`config.mk`:
```
export PLATFORM = sky130hd
export DESIGN_NAME = sram_bank_arbiter
export DESIGN_NICKNAME = d
export VERILOG_FILES = /design/src/rtl/sram_arb_pkg.sv /design/src/rtl/bank_pick.sv /design/src/rtl/sram_bank_arbiter.sv
export SDC_FILE = /design/constraint.sdc
export NUM_CORES = 1
export LEC_CHECK = 0
export ABC_AREA = 1
export CAP_MARGIN = 20
export CORE_ASPECT_RATIO = 0.9
export CORE_MARGIN = 5
export CORE_UTILIZATION = 30
export CTS_CLUSTER_SIZE = 25
export DETAILED_ROUTE_END_ITERATION = 6
export DONT_BUFFER_PORTS = 1
export PLACE_DENSITY = 0.41
export SLEW_MARGIN = 20
export SYNTH_ARGS = -nofsm -noshare
export SYNTH_HDL_FRONTEND = slang
export SYNTH_SLANG_ARGS = --single-unit
```
`constraint.sdc`:
```
create_clock -name clk -period 2.1 [get_ports clk]
set_input_delay 0.315 -clock clk [delete_from_list [all_inputs] [get_ports clk]]
set_output_delay 0.315 -clock clk [all_outputs]
set_load 0.005 [all_outputs]
```
`src/rtl/sram_arb_pkg.sv`:
```
// Shared types and constants for the SIMT-group to banked-SRAM access arbiter.
package sram_arb_pkg;

  localparam int unsigned NLANE  = 4;
  localparam int unsigned ADDR_W = 14;
  localparam int unsigned DATA_W = 32;
  localparam int unsigned LANE_W = $clog2(NLANE);
  localparam int unsigned ROW_W  = ADDR_W - LANE_W;

  typedef enum logic [1:0] {IDLE, ISSUE, DRAIN, DONE} state_t;

  typedef logic [LANE_W-1:0] lane_idx_t;

  // Banks are interleaved on the low word-address bits.
  function automatic lane_idx_t bank_of(input logic [ADDR_W-1:0] addr);
    return addr[LANE_W-1:0];
  endfunction

endpackage

```
`src/rtl/bank_pick.sv`:
```
// Lowest-index pending-lane encoder for one bank: picks which lane this bank serves next.
module bank_pick
  import sram_arb_pkg::*;
#(
  parameter lane_idx_t BANK = '0
) (
  input  logic [NLANE-1:0] pending,
  input  lane_idx_t        lane_bank [NLANE],
  output logic             hit,
  output lane_idx_t        lane
);

  always_comb begin
    hit  = 1'b0;
    lane = '0;
    for (int unsigned l = 0; l < NLANE; l++) begin
      if (!hit && pending[l] && (lane_bank[l] == BANK)) begin
        hit  = 1'b1;
        lane = lane_idx_t'(l);
      end
    end
  end

endmodule

```
`src/rtl/sram_bank_arbiter.sv`:
```
// Serializes one warp-wide request onto the banked data SRAM, lane 0 first on conflicts,
// and collects per-lane read data while holding the cores stalled via busy.
module sram_bank_arbiter
  import sram_arb_pkg::*;
(
  input  logic                     clk,
  input  logic                     reset,
  input  logic                     req,
  input  logic [NLANE-1:0]         lane_valid,
  input  logic [NLANE-1:0]         lane_we,
  input  logic [NLANE*ADDR_W-1:0]  lane_addr,
  input  logic [NLANE*DATA_W-1:0]  lane_wd,
  output logic [NLANE*DATA_W-1:0]  lane_rd,
  output logic                     done,
  output logic                     busy,
  output logic [NLANE-1:0]         bank_en,
  output logic [NLANE-1:0]         bank_we,
  output logic [NLANE*ROW_W-1:0]   bank_addr,
  output logic [NLANE*DATA_W-1:0]  bank_wd,
  input  logic [NLANE*DATA_W-1:0]  bank_rd
);

  state_t                  state, state_d;
  logic [NLANE-1:0]        pending;
  logic [NLANE-1:0]        we_q;
  logic [ADDR_W-1:0]       addr_q    [NLANE];
  logic [DATA_W-1:0]       wd_q      [NLANE];
  logic [NLANE-1:0]        rd_pend;
  lane_idx_t               rd_lane   [NLANE];
  logic [DATA_W-1:0]       lane_rd_q [NLANE];

  lane_idx_t               lane_bank [NLANE];
  logic [NLANE-1:0]        hit;
  lane_idx_t               pick      [NLANE];
  logic [NLANE-1:0]        issue_mask;

  always_comb begin
    for (int unsigned l = 0; l < NLANE; l++) begin
      lane_bank[l] = bank_of(addr_q[l]);
    end
  end

  for (genvar b = 0; b < NLANE; b++) begin : g_pick
    bank_pick #(.BANK(lane_idx_t'(b))) u_pick (
      .pending   (pending),
      .lane_bank (lane_bank),
      .hit       (hit[b]),
      .lane      (pick[b])
    );
  end

  always_comb begin
    issue_mask = '0;
    bank_en    = '0;
    bank_we    = '0;
    bank_addr  = '0;
    bank_wd    = '0;
    if (state == ISSUE) begin
      for (int unsigned b = 0; b < NLANE; b++) begin
        if (hit[b]) begin
          bank_en[b]                      = 1'b1;
          bank_we[b]                      = we_q[pick[b]];
          bank_addr[b*ROW_W +: ROW_W]     = addr_q[pick[b]][ADDR_W-1:LANE_W];
          bank_wd[b*DATA_W +: DATA_W]     = wd_q[pick[b]];
          issue_mask[pick[b]]             = 1'b1;
        end
      end
    end
  end

  always_comb begin
    state_d = state;
    case (state)
      IDLE:    if (req) state_d = (lane_valid != '0) ? ISSUE : DONE;
      ISSUE:   if ((pending & ~issue_mask) == '0) state_d = DRAIN;
      DRAIN:   state_d = DONE;
      DONE:    state_d = IDLE;
      default: state_d = IDLE;
    endcase
  end

  assign done = (state == DONE);
  assign busy = (state != IDLE);

  always_comb begin
    for (int unsigned l = 0; l < NLANE; l++) begin
      lane_rd[l*DATA_W +: DATA_W] = lane_rd_q[l];
    end
  end

  always_ff @(posedge clk or negedge reset) begin
    if (!reset) begin
      state     <= IDLE;
      pending   <= '0;
      we_q      <= '0;
      addr_q    <= '{default: '0};
      wd_q      <= '{default: '0};
      rd_pend   <= '0;
      rd_lane   <= '{default: '0};
      lane_rd_q <= '{default: '0};
    end else begin
      state <= state_d;
      if (state == IDLE && req) begin
        pending <= lane_valid;
        we_q    <= lane_we;
        for (int unsigned l = 0; l < NLANE; l++) begin
          addr_q[l] <= lane_addr[l*ADDR_W +: ADDR_W];
          wd_q[l]   <= lane_wd[l*DATA_W +: DATA_W];
        end
      end else if (state == ISSUE) begin
        pending <= pending & ~issue_mask;
      end
      // Bank read data lags bank_en by one cycle; remember who asked so it lands in the right lane.
      for (int unsigned b = 0; b < NLANE; b++) begin
        rd_pend[b] <= (state == ISSUE) && hit[b] && !we_q[pick[b]];
        rd_lane[b] <= pick[b];
        if (rd_pend[b]) begin
          lane_rd_q[rd_lane[b]] <= bank_rd[b*DATA_W +: DATA_W];
        end
      end
    end
  end

endmodule
```
======== After elaboration in Yosys (flattened, before gate mapping) ========
Index checks and enable logic that the tools add are counted.
word-level totals
  bits in registers ....................... 334
  bits in latches ......................... 0
  memory bits (writable) .................. 0
  memory bits (read-only) ................. 0
  bits of input ports ..................... 323
  memories ................................ 0
cells by class
  $add $sub $neg .......................... 0
  $mul .................................... 0
  div/mod/pow operators ................... 0
  order comparisons ....................... 20
  equality and inequality tests ........... 17
  shift operators ......................... 0
  muxes and demuxes ....................... 118
  bitwise logic cells ..................... 13
  reductions and logical operators ........ 71
operators by type and width
  cell                  number
  $mux W128             5
  $bwmux W128           4
  $mux W32              16
  $bmux W32 S2          4
  $demux W32 S2         4
  $bmux W14 S2          4
  $mux W14              8
  $mux W12              4
  $mux W4               12
  $mux W48              1
  $logic_and A1 B1 Y1   45
  $mux W1               36
  $ge A3 B3 Y1 const B  8
  $not A2 Y3            8
  $mux W2               11
  $eq A2 B2 Y1 const B  10
  $logic_not A1 Y1      16
  $lt A2 B3 Y1 const B  4
  $lt A3 B1 Y1 const B  4
  $or A4 B4 Y4          3
  $eq A2 B1 Y1 const B  5
  $logic_not A2 Y1      5
  $bmux W1 S2           4
  $demux W1 S2          4
  9 further kinds       14

======== Depth between registers and ports, before layout ========
  depth in word-level cells ............... 35
  gate-level depth with buffers ........... 14
  gate-level depth less buffers ........... 13

======== Modules after synthesis ========
From an unflattened synthesis, not the netlist that was laid out.
second synthesis, totals
  cell total of the unflattened synthesis .. 2,820
  area total of the unflattened synthesis .. 20,731.1 sq um
modules (own cells, without submodules)
  module                             instances  cells each  area each (sq um)
  sram_bank_arbiter                  1          2,755       20,375.8
  bank_pick at g_pick[1].u_pick ...  2          17          100.1
  bank_pick at g_pick[3].u_pick      1          14          82.6
  bank_pick at g_pick[0].u_pick      1          17          72.6

======== Worst setup path before layout ========
Ideal clock, no wire load.
  kind .................................... reg2out
  start ................................... reg pending[0]
  end ..................................... out bank_addr[29]
  data arrival time ....................... 1.510 ns
  required time ........................... 1.785 ns
  path slack .............................. 0.275 ns
  cell stages (with the launch flop) ...... 10
  buffers on the path ..................... 2
  cells stage by stage .................... dfrtp_1 -> buf_2 -> nand3_1 -> nand3_2 -> nor2_4 -> o21ai_1 -> inv_2 -> buf_2 -> o21ai_0 -> a211oi_2
on the way
  cells in the longest elaborated chain, start to end .. 20
RTL lines
  what                                          line                      RTL
  from (decl)                                   sram_bank_arbiter.sv:24   logic [NLANE-1:0] pending;
  from (signal assigned)                        sram_bank_arbiter.sv:104  pending <= lane_valid;
  from (signal assigned)                        sram_bank_arbiter.sv:111  pending <= pending & ~issue_mask;
  $logic_and A1 B1 Y1 *                         bank_pick.sv:17           if (!hit && pending[l] && (lane_bank[l] == BANK)) begin
  $mux W1 *                                     bank_pick.sv:17
  $logic_not A1 Y1                              bank_pick.sv:17
  $logic_and A1 B1 Y1 (2 in series)             bank_pick.sv:17
  $mux W1                                       bank_pick.sv:17
  $logic_not A1 Y1                              bank_pick.sv:17
  $logic_and A1 B1 Y1 (2 in series)             bank_pick.sv:17
  $mux W1                                       bank_pick.sv:17
  $logic_not A1 Y1                              bank_pick.sv:17
  $logic_and A1 B1 Y1 (2 in series)             bank_pick.sv:17
  $mux W2                                       bank_pick.sv:17
  $not A2 Y3 (implied by the code)              sram_bank_arbiter.sv:63   bank_addr[b*ROW_W +: ROW_W] = addr_q[pick[b]][ADDR_W-1:LANE_W];
  $bmux W14 S2                                  sram_bank_arbiter.sv:63
  $mux W14 (implied by the code) (2 in series)  sram_bank_arbiter.sv:63
  $mux W12 *                                    sram_bank_arbiter.sv:60   if (hit[b]) begin
  $mux W48 *                                    sram_bank_arbiter.sv:58   if (state == ISSUE) begin
  to (decl)                                     sram_bank_arbiter.sv:18   output logic [NLANE*ROW_W-1:0] bank_addr,
Mark *: on every way between the ends. The rest lies on a longest branch, timed or not. The select of a mux whose other input is x is not followed.

======== Worst setup path in the final report ========
  start ................................... reg pending[2]
  end ..................................... out bank_wd[8]
on the way
  cells in the longest elaborated chain, start to end .. 13
RTL lines
  what                                          line                     RTL
  $logic_and A1 B1 Y1 * (2 in series)           bank_pick.sv:17
  $mux W1                                       bank_pick.sv:17
  $logic_not A1 Y1                              bank_pick.sv:17
  $logic_and A1 B1 Y1 (2 in series)             bank_pick.sv:17
  $mux W2                                       bank_pick.sv:17
  $not A2 Y3 (implied by the code)              sram_bank_arbiter.sv:64  bank_wd[b*DATA_W +: DATA_W] = wd_q[pick[b]];
  $bmux W32 S2                                  sram_bank_arbiter.sv:64
  $mux W32 (implied by the code) (2 in series)  sram_bank_arbiter.sv:64
  $mux W32 *                                    sram_bank_arbiter.sv:60
  $mux W128 *                                   sram_bank_arbiter.sv:58
  to (decl)                                     sram_bank_arbiter.sv:19  output logic [NLANE*DATA_W-1:0] bank_wd,
Marked as above.

==> flow_metrics.py <==
metrics = {
    "drt": {
        "drt-total-wl_microns": 126000,
        "routedWlPerCell_microns": 29.3,
        "vias_per_cell": 5.87,
        "drcViolationCount": 0,
        "route.vias.total": 25300,
        "ant_nets": 0,
        "initialDrtViolationCount": 2666,
        "drtPass1Iterations": 6,
    },
    "sta": {
        "setup_viol": 186,
        "fin_tns_setup_ps": -110030,
        "max_freq_mhz": 352,
        "clock_skew_ps": 14.5,
        "hold_viol": 334,
        "setup_ws_ps": -739,
        "slew_headroom": 0.484,
        "holdWs_ps": -559,
        "worst_pin_slew_ps": 775,
        "min_period_ps": 2840,
        "fin_crit_sh": 1.35,
        "report.final.slew_viol_count": 0,
        "rsz0062_at_grt": "true",
    },
    "worst_setup_path": {
        "cp.arrival_ps": 2520,
        "required_ps": 1780,
        "r2r-start": "addr_q[29]$_DFFE_PN0P_",
        "r2r_end": "state[1]$_DFFE_PN0P_",
        "rrSetupSlack_ps": -140,
        "critPathLaunchType": "flip-flop",
        "worst_r2r_path_depth": 15,
        "crit_type": "reg -> out",
        "cp_max_fo": 7,
        "worstSetupEndpointType": "primary output",
    },
    "outcome": {
        "violations": "negative hold slack, negative setup slack",
        "status": "finished with violations",
    },
    "pwr": {
        "powerDensity_nw_per_um2": 1560,
        "power_w": 0.0528,
        "power.leakage_nw": 14.1,
        "vdd_drop_max_mv": 0.809,
        "pwr-share-seq": 0.276,
        "sw_frac_of_total": 0.469,
        "switchingPower_w": 0.0248,
        "p_clk_frac": 0.148,
        "p_comb_frac": 0.576,
        "intPower_w": 0.0281,
    },
    "floorplanning": {
        "rows": 92,
        "initial_utilization": 0.301,
        "die_y_microns": 261,
        "die_width_microns": 289,
        "dieArea_sq_um": 75400,
        "io_pins": 637,
        "core_sq_um": 69600,
    },
    "global_routing": {
        "grt_max_degree": 335,
        "antenna_found_initial": 11,
        "overflow": 0,
        "track_usage": 0.303,
        "grt_pass1_wl_microns": 172000,
        "grt_pass1_vias": 25000,
    },
    "cts": {
        "clk_path_buf_depth": 3,
        "cts_made_buffers": 44,
        "worstSkewPairLatency_ps": 580,
        "clock-sinks": 334,
        "cts_tree": "done",
        "htreeDepth": 2,
        "ctsHoldBuffers": 310,
        "root_buffer": "clkbuf_16",
        "clk_pin_slew_worst_paths_ps": 60,
    },
    "layout": {
        "nets": 3662,
        "fillCellCount": 6486,
        "areaGrowthSynthToFinish_pct": 61.6,
        "drive_above_1_share": 0.322,
        "register_area_sq_um": 8370,
        "final_area_sq_um": 33900,
        "multi_input_comb_area_sq_um": 13800,
    },
    "synthesis": {
        "netlist_area_sq_um": 21000,
        "synth_nets": 3109,
        "synth_top_area_frac": 0.398,
        "syn_avg_cell_area_sq_um": 7.55,
        "synth.most_common_cell": "nand2_1",
        "synth_cells": 2781,
        "ys_types": 37,
        "synth_area_leaders": "dfrtp_1 40%, nand2_1 12%, o22ai_1 6.6%",
        "synth_seq_area_share": 0.398,
        "synth_edf_count": 0,
        "yosys_warnings": 0,
        "ys_top_cells_by_count": "672 x nand2_1, 334 x dfrtp_1, 255 x o21ai_0",
        "synth_ff_type": "dfrtp_1",
        "ys_seq_elements": 334,
        "synth_area_leader_cell": "dfrtp_1",
        "synthArstFlopShare": 1.00,
    },
    "place": {
        "hpwl_microns": 73300,
        "postPlaceCellArea_sq_um": 23900,
        "dp_slack_ps": -373,
        "gp_congestion": 0.890,
        "place.port_buffers": 0,
    },
    "worst_hold_path": {
        "min_path_type": "in -> async",
    },
    "job": {
        "maxCapViolCount": 0,
    },
}
## layout make-up
cell class                      instances  area share
Antenna cell                            6    0.000443
Clock buffer                           63      0.0370
Clock inverter                         15     0.00524
Inverter                              177      0.0216
Multi-Input combinational cell       2045       0.407
Sequential cell                       334       0.247
Tap cell                              940      0.0347
Timing Repair Buffer                  732       0.248
## per-layer routing
metal | track usage | wire length, microns | vias up
li1 | - | - | 10900
met2 | 0.503 | 59800 | 1685
met3 | 0.0807 | 13000 | 456
met1 | 0.367 | 46300 | 12300
met4 | 0.143 | 7200 | 8
met5 | 0 | 54 | -
## state kept, by name (all words and copies together) (netlist names)
name	flops
pending	4
we_q	4
lane_rd	128
rd_pend	4
addr_q	56
wd_q	128
rd_lane	8
state	2
## how the worst max path moves through the flow
stage,start,to,depth (start not counted)
finish,pending[2]$_DFFE_PN0P_,bank_wd[8],11
global route,addr_q[29]$_DFFE_PN0P_,bank_wd[121],11
CTS,addr_q[28]$_DFFE_PN0P_,bank_wd[0],10
detailed placement,addr_q[14]$_DFFE_PN0P_,bank_wd[0],9
global placement,addr_q[15]$_DFFE_PN0P_,bank_wd[0],9
floorplan,pending[0]$_DFFE_PN0P_,bank_addr[29],9
## power groups by stage
stage	sequential, W	clock, W	combinational, W
4_1_cts	0.0137	0.00799	0.0253
3_5_place_dp	0.0134	0	0.0194
6_report	0.0146	0.00784	0.0304
2_1_floorplan	0.0119	0	0.0120
5_1_grt	0.0149	0.00820	0.0321
3_3_place_gp	0.0134	0	0.0191
## logic make-up (layout without fill, tap and decap cells)
logic type / count (synthesis) / count (layout) / synth area share
simple gates: 1075 / 1075 / 0.225
compound gates: 933 / 933 / 0.280
buf+inv: 402 / 987 / 0.0784
flops: 334 / 334 / 0.398
mux: 32 / 32 / 0.0153
fa+ha+maj: 5 / 5 / 0.00298
other cells: 0 / 6 / 0
## cell usage in the layout, fill, tap and decap left out, drive strengths merged, types with 32 or more instances in the layout
| cell type | Yosys | layout |
|---|---|---|
| a211oi | 89 | 89 |
| o211ai | 44 | 44 |
| dlygate4sd3 | 0 | 310 |
| or2 | 130 | 130 |
| inv | 175 | 174 |
| dfrtp | 334 | 334 |
| nor2 | 86 | 86 |
| clkbuf | 150 | 82 |
| a21oi | 210 | 210 |
| nand2 | 675 | 675 |
| nor3 | 50 | 50 |
| nand3 | 132 | 132 |
| o22ai | 222 | 222 |
| buf | 75 | 402 |
| o21ai | 276 | 276 |
| o221ai | 90 | 90 |
| mux2i | 32 | 32 |
## critical path, cell delays in order (launching register included)
cell and delay (ps):
dfrtp_2 470, nand3_4 140, nand3_4 100, nor2_4 130, buf_6 130, nor2_4 40
clkinv_4 110, buf_12 160, buf_12 120, nor3_4 30, a211oi_2 310, buf_4 170
## through the flow
stage               utilization  instances  hold slack, ps
floorplan                     -       2781            19.4
global placement          0.343       3744            31.3
detailed placement        0.343       3744            34.9
CTS                       0.447       4217            -597
global route              0.487       4308            -592
finish                    0.487       4312            -559
## what timing repair did
item / CTS / global route
buffers inserted: 68 / 82
pin swaps: 92 / 115
gates cloned: 19 / 21
setup endpoints to repair: 186 / 192
endpoints found under the hold margin: 656 / 334
resized for setup: 362 / 338
(Power assumes the default switching activity.)
